### src/rtl/accumulate_pkg.sv
// accumulate_pkg: shared constants, sequencer states and array word types for the accumulate host bridge.
package accumulate_pkg;
    localparam int DEPTH = 1000;
    localparam int ADDR_W = 10;
    localparam int DATA_W = 64;
    localparam logic [ADDR_W-1:0] LAST_ADDR = ADDR_W'(DEPTH - 1);
    typedef enum logic [1:0] {IDLE, LOAD, RUN, DRAIN} state_t;
    typedef logic signed [DATA_W-1:0] data_t;
    typedef logic [ADDR_W-1:0] addr_t;
endpackage

### src/rtl/accumulate_host_bridge_if.sv
// accumulate_host_bridge_if: host-side command, load-stream and drain-stream handshakes.
interface accumulate_host_bridge_if;
    import accumulate_pkg::*;
    logic  cmd_valid;
    logic  cmd_ready;
    addr_t cmd_init_i;
    data_t cmd_init_acc;
    logic  in_valid;
    logic  in_ready;
    data_t in_data;
    logic  out_valid;
    logic  out_ready;
    data_t out_data;
    logic  out_last;
    logic  busy;
    modport master (
        output cmd_valid, cmd_init_i, cmd_init_acc, in_valid, in_data, out_ready,
        input  cmd_ready, in_ready, out_valid, out_data, out_last, busy
    );
    modport slave (
        input  cmd_valid, cmd_init_i, cmd_init_acc, in_valid, in_data, out_ready,
        output cmd_ready, in_ready, out_valid, out_data, out_last, busy
    );
endinterface

### src/rtl/accumulate_host_bridge_skid_buffer.sv
// bridge_skid_buffer: output register plus one skid entry; pushes arrive one cycle after the read issues.
module bridge_skid_buffer
    import accumulate_pkg::*;
(
    input  logic       clk,
    input  logic       rst_n,
    input  logic       i_push,
    input  data_t      i_data,
    input  logic       i_last,
    input  logic       i_ready,
    output logic       o_valid,
    output data_t      o_data,
    output logic       o_last,
    output logic [1:0] o_count
);
    logic  r_v0, r_v1, r_l0, r_l1;
    data_t r_d0, r_d1;
    logic  w_take;
    assign w_take  = !r_v0 || i_ready;
    assign o_valid = r_v0;
    assign o_data  = r_d0;
    assign o_last  = r_l0;
    assign o_count = 2'(r_v0) + 2'(r_v1);
    // The output register only refreshes when empty or popped, so it holds steady under stall.
    always_ff @(posedge clk or negedge rst_n)
        if (!rst_n) begin
            r_v0 <= 1'b0;
            r_v1 <= 1'b0;
            r_l0 <= 1'b0;
            r_l1 <= 1'b0;
            r_d0 <= '0;
            r_d1 <= '0;
        end else if (w_take) begin
            r_v0 <= r_v1 || i_push;
            r_d0 <= r_v1 ? r_d1 : i_data;
            r_l0 <= r_v1 ? r_l1 : i_last;
            r_v1 <= r_v1 && i_push;
            r_d1 <= i_data;
            r_l1 <= i_last;
        end else if (i_push) begin
            r_v1 <= 1'b1;
            r_d1 <= i_data;
            r_l1 <= i_last;
        end
endmodule

### src/rtl/accumulate_host_bridge.sv
// accumulate_host_bridge: loads the accumulate core's array, runs the core, then drains the array back out.
module accumulate_host_bridge
    import accumulate_pkg::*;
(
    input  logic  clk,
    input  logic  rst_n,
    accumulate_host_bridge_if.slave host,
    output logic  core_r_enable,
    output addr_t core_init_i,
    output data_t core_init_acc,
    output logic  core_control_arr,
    output logic  core_arr_wen,
    output addr_t core_arr_addr,
    output data_t core_arr_wdata,
    input  data_t core_arr_rdata,
    input  logic  core_w_enable,
    input  logic  core_result
);
    state_t     r_state;
    addr_t      r_addr, r_init_i;
    data_t      r_init_acc;
    logic       r_cmd_ready, r_in_ready, r_busy, r_ren, r_ctrl;
    logic       r_first, r_rd_done, r_infl, r_infl_last;
    logic       w_wen, w_pop, w_issue, w_out_valid, w_out_last, w_unused;
    logic [1:0] w_count;
    logic [2:0] w_occ;
    assign w_unused         = core_result;
    assign w_wen            = r_in_ready && host.in_valid;
    assign w_pop            = w_out_valid && host.out_ready;
    assign w_occ            = 3'(w_count) + 3'(r_infl) - 3'(w_pop);
    assign w_issue          = r_state == DRAIN && !r_rd_done && w_occ < 3'd2;
    assign host.cmd_ready   = r_cmd_ready;
    assign host.in_ready    = r_in_ready;
    assign host.busy        = r_busy;
    assign host.out_valid   = w_out_valid;
    assign host.out_last    = w_out_last;
    assign core_r_enable    = r_ren;
    assign core_control_arr = r_ctrl;
    assign core_init_i      = r_init_i;
    assign core_init_acc    = r_init_acc;
    assign core_arr_wen     = w_wen;
    assign core_arr_addr    = r_addr;
    assign core_arr_wdata   = host.in_data;
    bridge_skid_buffer u_skid (
        .clk     (clk),
        .rst_n   (rst_n),
        .i_push  (r_infl),
        .i_data  (core_arr_rdata),
        .i_last  (r_infl_last),
        .i_ready (host.out_ready),
        .o_valid (w_out_valid),
        .o_data  (host.out_data),
        .o_last  (w_out_last),
        .o_count (w_count)
    );
    always_ff @(posedge clk or negedge rst_n)
        if (!rst_n) begin
            r_state     <= IDLE;
            r_addr      <= '0;
            r_init_i    <= '0;
            r_init_acc  <= '0;
            r_cmd_ready <= 1'b1;
            r_in_ready  <= 1'b0;
            r_busy      <= 1'b0;
            r_ren       <= 1'b1;
            r_ctrl      <= 1'b0;
            r_first     <= 1'b0;
            r_rd_done   <= 1'b0;
            r_infl      <= 1'b0;
            r_infl_last <= 1'b0;
        end else begin
            r_infl      <= w_issue;
            r_infl_last <= w_issue && r_addr == LAST_ADDR;
            case (r_state)
                IDLE: if (host.cmd_valid) begin
                    r_init_i    <= host.cmd_init_i;
                    r_init_acc  <= host.cmd_init_acc;
                    r_addr      <= '0;
                    r_state     <= LOAD;
                    r_cmd_ready <= 1'b0;
                    r_in_ready  <= 1'b1;
                    r_busy      <= 1'b1;
                    r_ctrl      <= 1'b1;
                end
                LOAD: if (w_wen) begin
                    if (r_addr == LAST_ADDR) begin
                        r_addr     <= '0;
                        r_state    <= RUN;
                        r_in_ready <= 1'b0;
                        r_ctrl     <= 1'b0;
                        r_ren      <= 1'b0;
                        r_first    <= 1'b1;
                    end else
                        r_addr <= r_addr + ADDR_W'(1);
                end
                // A stale done flag from the previous run is still visible in the first RUN cycle.
                RUN: begin
                    r_first <= 1'b0;
                    if (!r_first && core_w_enable) begin
                        r_state   <= DRAIN;
                        r_ren     <= 1'b1;
                        r_ctrl    <= 1'b1;
                        r_rd_done <= 1'b0;
                    end
                end
                DRAIN: begin
                    if (w_issue) begin
                        r_addr    <= r_addr == LAST_ADDR ? '0 : r_addr + ADDR_W'(1);
                        r_rd_done <= r_addr == LAST_ADDR;
                    end
                    if (w_pop && w_out_last) begin
                        r_state     <= IDLE;
                        r_cmd_ready <= 1'b1;
                        r_busy      <= 1'b0;
                        r_ctrl      <= 1'b0;
                    end
                end
            endcase
        end
endmodule
### src/flat_wrapper.sv
// flat-port wrapper written by rule: the top's interface ports become plain ports
module accumulate_host_bridge_flat import accumulate_pkg::*;
  (clk, rst_n, core_r_enable, core_init_i, core_init_acc, core_control_arr, core_arr_wen, core_arr_addr, core_arr_wdata, core_arr_rdata, core_w_enable, core_result, host_cmd_valid, host_cmd_init_i, host_cmd_init_acc, host_in_valid, host_in_data, host_out_ready, host_cmd_ready, host_in_ready, host_out_valid, host_out_data, host_out_last, host_busy);
  accumulate_host_bridge_if host_i ();
  input  logic clk;
  input  logic rst_n;
  output logic core_r_enable;
  output addr_t core_init_i;
  output data_t core_init_acc;
  output logic core_control_arr;
  output logic core_arr_wen;
  output addr_t core_arr_addr;
  output data_t core_arr_wdata;
  input  data_t core_arr_rdata;
  input  logic core_w_enable;
  input  logic core_result;
  input wire logic [$bits(host_i.cmd_valid)-1:0] host_cmd_valid;
  input wire logic [$bits(host_i.cmd_init_i)-1:0] host_cmd_init_i;
  input wire logic [$bits(host_i.cmd_init_acc)-1:0] host_cmd_init_acc;
  input wire logic [$bits(host_i.in_valid)-1:0] host_in_valid;
  input wire logic [$bits(host_i.in_data)-1:0] host_in_data;
  input wire logic [$bits(host_i.out_ready)-1:0] host_out_ready;
  output wire logic [$bits(host_i.cmd_ready)-1:0] host_cmd_ready;
  output wire logic [$bits(host_i.in_ready)-1:0] host_in_ready;
  output wire logic [$bits(host_i.out_valid)-1:0] host_out_valid;
  output wire logic [$bits(host_i.out_data)-1:0] host_out_data;
  output wire logic [$bits(host_i.out_last)-1:0] host_out_last;
  output wire logic [$bits(host_i.busy)-1:0] host_busy;
  assign host_i.cmd_valid = host_cmd_valid;
  assign host_i.cmd_init_i = host_cmd_init_i;
  assign host_i.cmd_init_acc = host_cmd_init_acc;
  assign host_i.in_valid = host_in_valid;
  assign host_i.in_data = host_in_data;
  assign host_i.out_ready = host_out_ready;
  assign host_cmd_ready = host_i.cmd_ready;
  assign host_in_ready = host_i.in_ready;
  assign host_out_valid = host_i.out_valid;
  assign host_out_data = host_i.out_data;
  assign host_out_last = host_i.out_last;
  assign host_busy = host_i.busy;
  accumulate_host_bridge u_core (.clk(clk), .rst_n(rst_n), .host(host_i), .core_r_enable(core_r_enable), .core_init_i(core_init_i), .core_init_acc(core_init_acc), .core_control_arr(core_control_arr), .core_arr_wen(core_arr_wen), .core_arr_addr(core_arr_addr), .core_arr_wdata(core_arr_wdata), .core_arr_rdata(core_arr_rdata), .core_w_enable(core_w_enable), .core_result(core_result));
endmodule
### config.mk
export PLATFORM = sky130hd
export DESIGN_NAME = accumulate_host_bridge_flat
export DESIGN_NICKNAME = d
export VERILOG_FILES = /design/src/rtl/accumulate_pkg.sv /design/src/rtl/accumulate_host_bridge_if.sv /design/src/rtl/accumulate_host_bridge_skid_buffer.sv /design/src/rtl/accumulate_host_bridge.sv /design/src/flat_wrapper.sv
export SDC_FILE = /design/constraint.sdc
export NUM_CORES = 1
export LEC_CHECK = 0
export ABC_AREA = 1
export BUFFER_PORTS_ARGS = -buffer_cell sky130_fd_sc_hd__buf_2
export CAP_MARGIN = 15
export CORE_AREA = 2 2 167 169
export CTS_CLUSTER_DIAMETER = 150
export DETAILED_ROUTE_END_ITERATION = 12
export DIE_AREA = 0 0 169 171
export PLACE_DENSITY_LB_ADDON = 0.15
export RECOVER_POWER = 50
export SLEW_MARGIN = 20
export SYNTH_ARGS = -nofsm -noshare
export SYNTH_HDL_FRONTEND = slang
export SYNTH_SLANG_ARGS = --single-unit
### constraint.sdc
create_clock -name clk -period 3.1 [get_ports clk]
set_clock_uncertainty 0.2 [all_clocks]
set_input_delay 0.62 -clock clk [delete_from_list [all_inputs] [get_ports clk]]
set_output_delay 0.62 -clock clk [all_outputs]
set_load 0.02 [all_outputs]
# Word-level counts from Yosys, hierarchy flattened
# Index checks and enable logic that the tools add are counted.
dict set report word_totals {
  inputBits 209
  out_inout_bits 220
  memories 0
  mem_bits_rw 0
  latch_bits 0
  rom_bits 0
  register_bits 227
  word_cells 99
}
dict set report op_classes {
  n_mul 0
  n_addsub 4
  n_div 0
  reduce_logical 28
  magnitude_cmp 1
  n_shift 0
  eq_ne 10
  muxes 37
  bitwise_logic 0
}
# operator count
set ops {}
lappend ops {{$mux 64} 3}
lappend ops {{$mux 10} 4}
lappend ops {{$pmux 10 s3} 1}
lappend ops {{$mux 1} 16}
lappend ops {{$pmux 1 s2} 6}
lappend ops {{$reduce_and 4->1} 3}
lappend ops {{$add 10x1->10 const B} 1}
lappend ops {{$eq 10x10->1 const B} 1}
lappend ops {{$mux 2} 5}
lappend ops {{$reduce_bool 2->1} 5}
lappend ops {{$reduce_and 3->1} 3}
lappend ops {{$logic_and 1x1->1} 8}
lappend ops {{$pmux 2 s4} 1}
lappend ops {{$ne 2x1->1 const B} 3}
lappend ops {{$ne 2x2->1 const B} 3}
lappend ops {{$reduce_and 5->1} 1}
lappend ops {{$eq 2x2->1 const B} 2}
lappend ops {{$pmux 1 s4} 1}
lappend ops {{$add 2x1->3} 1}
lappend ops {{$logic_not 1->1} 3}
lappend ops {{$lt 3x2->1 const B} 1}
lappend ops {{$reduce_bool 3->1} 1}
lappend ops {{$sub 3x1->3} 1}
lappend ops {{$add 1x1->2} 1}
lappend ops {{other kinds (4)} 5}

# Depth between registers and ports, before layout
dict set report logic_depth {
  depth_word 7
  ltp_mapped 13
}

# Hierarchy
# From an unflattened synthesis, not the netlist that was laid out.
dict set report hier_totals {
  hier_cells 1257
  area_unflattened_um2 10940.5
}
# mod n_inst seq_area_each_um2 cells_per_inst area_each_um2
set modules_own_cells {}
lappend modules_own_cells {bridge_skid_buffer 1 3303.2 850 6342.3}
lappend modules_own_cells {accumulate_host_bridge 1 2379.8 407 4598.2}

# Worst setup path before layout
# OpenSTA, ideal clock, no wires.
dict set report synth_timing {
  path_type {register -> register}
  start {register u_core.u_skid.r_v1}
  end {register u_core.r_addr[2] (netlist: u_core.core_arr_addr[2])}
  path_slack_ps 883
  period_less_slack_ps 2217
  setup_ps 121
  stages_incl_launch_ff 14
  arrival_ps 1896
  cell_sequence {dfrtp_1 inv_1 clkbuf_1 ha_1 inv_1 ha_1 nand2_1 nand2_1 nand2_1 nand3_2 nand2_1 nand2_2 nand2_1 o21ai_1}
}
dict set report synth_via {
  elab_chain_len 7
}
# element line_no
set synth_rtl {}
lappend synth_rtl {{from (decl)} accumulate_host_bridge_skid_buffer.sv:16} ;# logic r_v0, r_v1, r_l0, r_l1;
lappend synth_rtl {{from (signal assigned)} accumulate_host_bridge_skid_buffer.sv:37} ;# r_v1 <= r_v1 && i_push;
lappend synth_rtl {{$add 1x1->2} accumulate_host_bridge_skid_buffer.sv:23} ;# assign o_count = 2'(r_v0) + 2'(r_v1);
lappend synth_rtl {{$add 2x1->3} accumulate_host_bridge.sv:30} ;# assign w_occ = 3'(w_count) + 3'(r_infl) - 3'(w_pop);
lappend synth_rtl {{$sub 3x1->3} accumulate_host_bridge.sv:30}
lappend synth_rtl {{$lt 3x2->1} accumulate_host_bridge.sv:31} ;# assign w_issue = r_state == DRAIN && !r_rd_done && w_occ < 3'd2;
lappend synth_rtl {{$logic_and 1x1->1} accumulate_host_bridge.sv:31}
lappend synth_rtl {{$ne 2x1->1 (no line)} --}
lappend synth_rtl {{$reduce_and 4->1 (no line)} --}
lappend synth_rtl {{to (signal assigned)} accumulate_host_bridge.sv:94} ;# r_addr <= r_addr + ADDR_W'(1);
lappend synth_rtl {{to (signal assigned)} accumulate_host_bridge.sv:108} ;# r_addr <= r_addr == LAST_ADDR ? '0 : r_addr + ADDR_W'(1);
lappend synth_rtl {{to (decl)} accumulate_host_bridge.sv:20} ;# addr_t r_addr, r_init_i;
# No other way between the ends.
# A chain may end at the register's enable or synchronous reset.

# Worst setup path in the final report
dict set report layout_timing {
  start {register u_core.u_skid.r_v0 (netlist: u_core.u_skid.o_valid)}
  end {register u_core.u_skid.r_d1[17]}
}
dict set report layout_via {
  elab_chain_len 3
  word_cells_on_any_way 4
  classes_between {mux: 1; reduce/logical: 3}
}
# element line_no
set layout_rtl {}
lappend layout_rtl {{from (decl)} accumulate_host_bridge_skid_buffer.sv:16}
lappend layout_rtl {{from (signal assigned)} accumulate_host_bridge_skid_buffer.sv:34} ;# r_v0 <= r_v1 || i_push;
lappend layout_rtl {{$logic_not 1->1 *} accumulate_host_bridge_skid_buffer.sv:19} ;# assign w_take = !r_v0 || i_ready;
lappend layout_rtl {{$logic_or 1x1->1 *} accumulate_host_bridge_skid_buffer.sv:19}
lappend layout_rtl {{$mux 64 or $reduce_bool 2->1 (tied branches)} --}
lappend layout_rtl {{to (signal assigned)} accumulate_host_bridge_skid_buffer.sv:38} ;# r_d1 <= i_data;
lappend layout_rtl {{to (signal assigned)} accumulate_host_bridge_skid_buffer.sv:42} ;# r_d1 <= i_data;
lappend layout_rtl {{to (decl)} accumulate_host_bridge_skid_buffer.sv:17} ;# data_t r_d0, r_d1;
# Every way passes the cells marked *; elsewhere a longest branch is shown, timed or not.

==> flow_metrics.env <==
export IMPL_drc=0
export IMPL_antenna_found_initial=2
export IMPL_start_util_pct=36.8
export IMPL_synthCells=1195
export IMPL_period_minus_slack_ns=2.45
export IMPL_period_share_pct=79.0
export IMPL_cp_max_fo=90
export IMPL_die_w_um=169
export IMPL_critPathTopFamily="buffers and inverters"
export IMPL_grt_max_degree=91
export IMPL_drv_slew=67
export IMPL_synth_avg_cell_area_um2=8.41
export IMPL_drive_above_1_share_pct=23.3
export IMPL_worst_slew_pin_slew_ns=1.63
export IMPL_cellPowerDensity_nw_per_um2=946
export IMPL_yosys_area_top_type="dfrtp_1"
export IMPL_min_to="u_core.core_init_acc[42]"
export IMPL_netlist_area_leader_share_pct=56.0
export IMPL_outcome="complete, but fails checks"
export IMPL_grt_pass1_vias=8206
export IMPL_slowest_delay_ns=0.54
export IMPL_r2r_start="u_core.u_skid.o_valid"
export IMPL_rsz0062_at_grt="no"
export IMPL_drv_cap=1
export IMPL_finalHoldViolCount=0
export IMPL_crit_type="register to register"
export IMPL_wl_mm=26.6
export IMPL_fp_row_count=61
export IMPL_ys_flop_type="dfrtp_1"
export IMPL_core_um2=27300
export IMPL_numCtsBuffers=26
export IMPL_cts_sinks=227
export IMPL_h_tree_depth=1
export IMPL_ys_ff_latch=227
export IMPL_drt_iter0_markers=477
export IMPL_path_clk_slew_ns=0.06
export IMPL_reg2reg_to="u_core.u_skid.r_d1[17]"
export IMPL_synthArstFlopShare_pct=100
export IMPL_yosysSeqAreaShare_pct=56.6
export IMPL_ys_warnings_count=0
export IMPL_overflow=0
export IMPL_track_usage_pct=18.2
export IMPL_violations="capacitance limit, slew limit"
export IMPL_post_cts_buffers=0
export IMPL_synth_distinct_cells=27
export IMPL_final_area_um2=12200
export IMPL_r2r_cells=7
export IMPL_ys_top_cells_by_count="nand2_1 (416), dfrtp_1 (225), a21oi_1 (131)"
export IMPL_hpwlAfterDp_mm=17.2
export IMPL_fmax_ghz=0.408
export IMPL_ir_worst_vdd_uv=470
export IMPL_crit_buf_inv=3
export IMPL_end_kind="register"
export IMPL_routabilityCongestion=0.770
export IMPL_root_buffer="clkbuf_16"
export IMPL_io_pins=429
export IMPL_synthesis_nets=1412
export IMPL_via_per_inst=4.69
export IMPL_fp_dieH_um=171
export IMPL_cts_tree="yes"
export IMPL_p_leak_nw=6.67
export IMPL_nets=1631
export IMPL_fin_setup_tns_ns=0
export IMPL_first_pass_iters=4
export IMPL_whs_path_depth=3
export IMPL_die_area_um2=28900
export IMPL_clk_latency_ns=0.52
export IMPL_cts_max_path_buffers=3
export IMPL_hp_start="host_cmd_init_acc[42]"
export IMPL_postRouteAntennaNets=0
export IMPL_io_buffers=299
export IMPL_area_growth_pct=21.3
export IMPL_start_kind="register"
export IMPL_critPathArrivalTime_ns=2.69
export IMPL_vias=8342
export IMPL_rrSetupSlack_ns=0.65
export IMPL_synth_edff_count=0
export IMPL_yosysMostFrequentCell="nand2_1"
export IMPL_crit_path_frequent_cell="inv_1"
export IMPL_syn_area_um2=10000
export IMPL_setup_viol=0
export IMPL_cp_required_ns=3.34
export IMPL_cp_cell_sequence="inv_1 > nor2_4 > inv_1 > or2_4 > buf_12 > nand2_1 > o21ai_1"
export IMPL_relSlewSlack_pct=-8.76
export IMPL_hold_path_class="input pin to register"
export IMPL_place_area_um2=11400
export IMPL_crit_slowest_cell="or2_4"
export IMPL_synth_area_top_cells="dfrtp_1 (56%), nand2_1 (16%), a21oi_1 (6.5%)"
export IMPL_grt_first_pass_wirelength_mm=42.8
export IMPL_ctsResizeCount=0
export IMPL_avgRoutedWirePerCell_um=15.0
## kinds of logic (layout without fill, tap and decap cells)
family	Yosys count	after routing	synth area share [%]
fa+ha+maj	8	8	0.996
other cells	0	1	0
xor+xnor	4	4	0.349
flops	227	227	56.6
simple gates	530	530	20.5
buf+inv	218	454	11.1
compound gates	208	208	10.5
## what timing repair did
item | 4_1_cts | 5_1_grt
hold endpoints to repair | 54 | 0
hold buffers | 1 | 0
setup endpoints to repair | 0 | 0
## worst register-to-register path: stages, from the launching register on
cell and delay (ns):
dfrtp_1 0.40, inv_1 0.10, nor2_4 0.04, inv_1 0.43
or2_4 0.55, buf_12 0.37, nand2_1 0.18, o21ai_1 0.10
## layer usage
metal	wire, um	vias to the layer above	GRT usage, %
met5	0	-	0
met2	12300	286	29.7
met1	11600	3917	23.8
li1	-	4112	-
met4	390	0	4.16
met3	2350	27	5.64
## state kept, by name, indices dropped and copies added, names as in the netlist, 2 cells and up
name / count
u_core.core_arr_addr: 10
u_core.core_init_acc: 64
u_core.core_init_i: 10
u_core.r_state: 2
u_core.u_skid.o_data: 64
u_core.u_skid.r_d1: 64
## through the flow
| step | hold WS, ns | power [mW] | cells | utilization, % | worst slack [ns] |
|---|---|---|---|---|---|
| after global routing | 0.0691 | 12.4 | 1777 | 44.6 | 0.411 |
| after detailed placement | 0.255 | 8.62 | 1731 | 41.7 | 0.591 |
| after global placement | 0.253 | 8.57 | 1731 | 41.7 | 0.620 |
| final | 0.0908 | 11.5 | 1778 | 44.6 | 0.651 |
| after CTS | 0.0653 | 11.8 | 1777 | 44.8 | 0.859 |
| after floorplan | 0.124 | 7.24 | 1195 | - | 0.883 |
## worst max-delay path by stage
stage                          start                 endpoint  slack, ns  cells after the start
3_3_place_gp          host_out_ready  u_core.core_arr_addr[7]       0.62                     14
4_1_cts        u_core.u_skid.o_valid   u_core.u_skid.r_d1[31]       0.86                      7
6_report       u_core.u_skid.o_valid   u_core.u_skid.r_d1[17]       0.65                      7
5_1_grt                        rst_n   u_core.u_skid.r_d1[25]       0.41                      3
3_5_place_dp          host_out_ready  u_core.core_arr_addr[2]       0.59                     14
2_1_floorplan     u_core.u_skid.r_v1  u_core.core_arr_addr[2]       0.88                     13
## cell usage in the layout (no fill, tap or decap), types with 2 or more instances in the layout
master	n
ha_1	8
a21oi_1	131
or2_2	2
inv_1	94
o21ai_1	62
xor2_1	3
clkbuf_2	2
nand2_2	2
buf_12	3
buf_2	272
nand3_1	19
clkbuf_1	35
buf_4	7
dfrtp_1	224
nand3b_1	2
inv_2	2
clkbuf_16	27
bufinv_16	2
nand4_1	6
nor2_1	82
clkinv_2	3
clkbuf_8	4
dfstp_2	2
nand2_1	415
o21ai_0	13
## final cells by class
type | instances | area, um2
clock buffers | 39 | 761
well taps | 346 | 433
repair buffers | 313 | 1610
multi-input cells | 750 | 3250
clock inverters | 6 | 82.6
inverters | 96 | 360
fillers | 2782 | 15100
flip-flops and latches | 227 | 5680
diodes | 1 | 2.50
## power by group
group          total [mW]  internal (mW)  switching [mW]
sequential           4.47           3.92           0.545
clock                3.04           1.85            1.19
combinational        4.02           1.24            2.78
total                11.5           7.01            4.51
(Power assumes the default switching activity.)
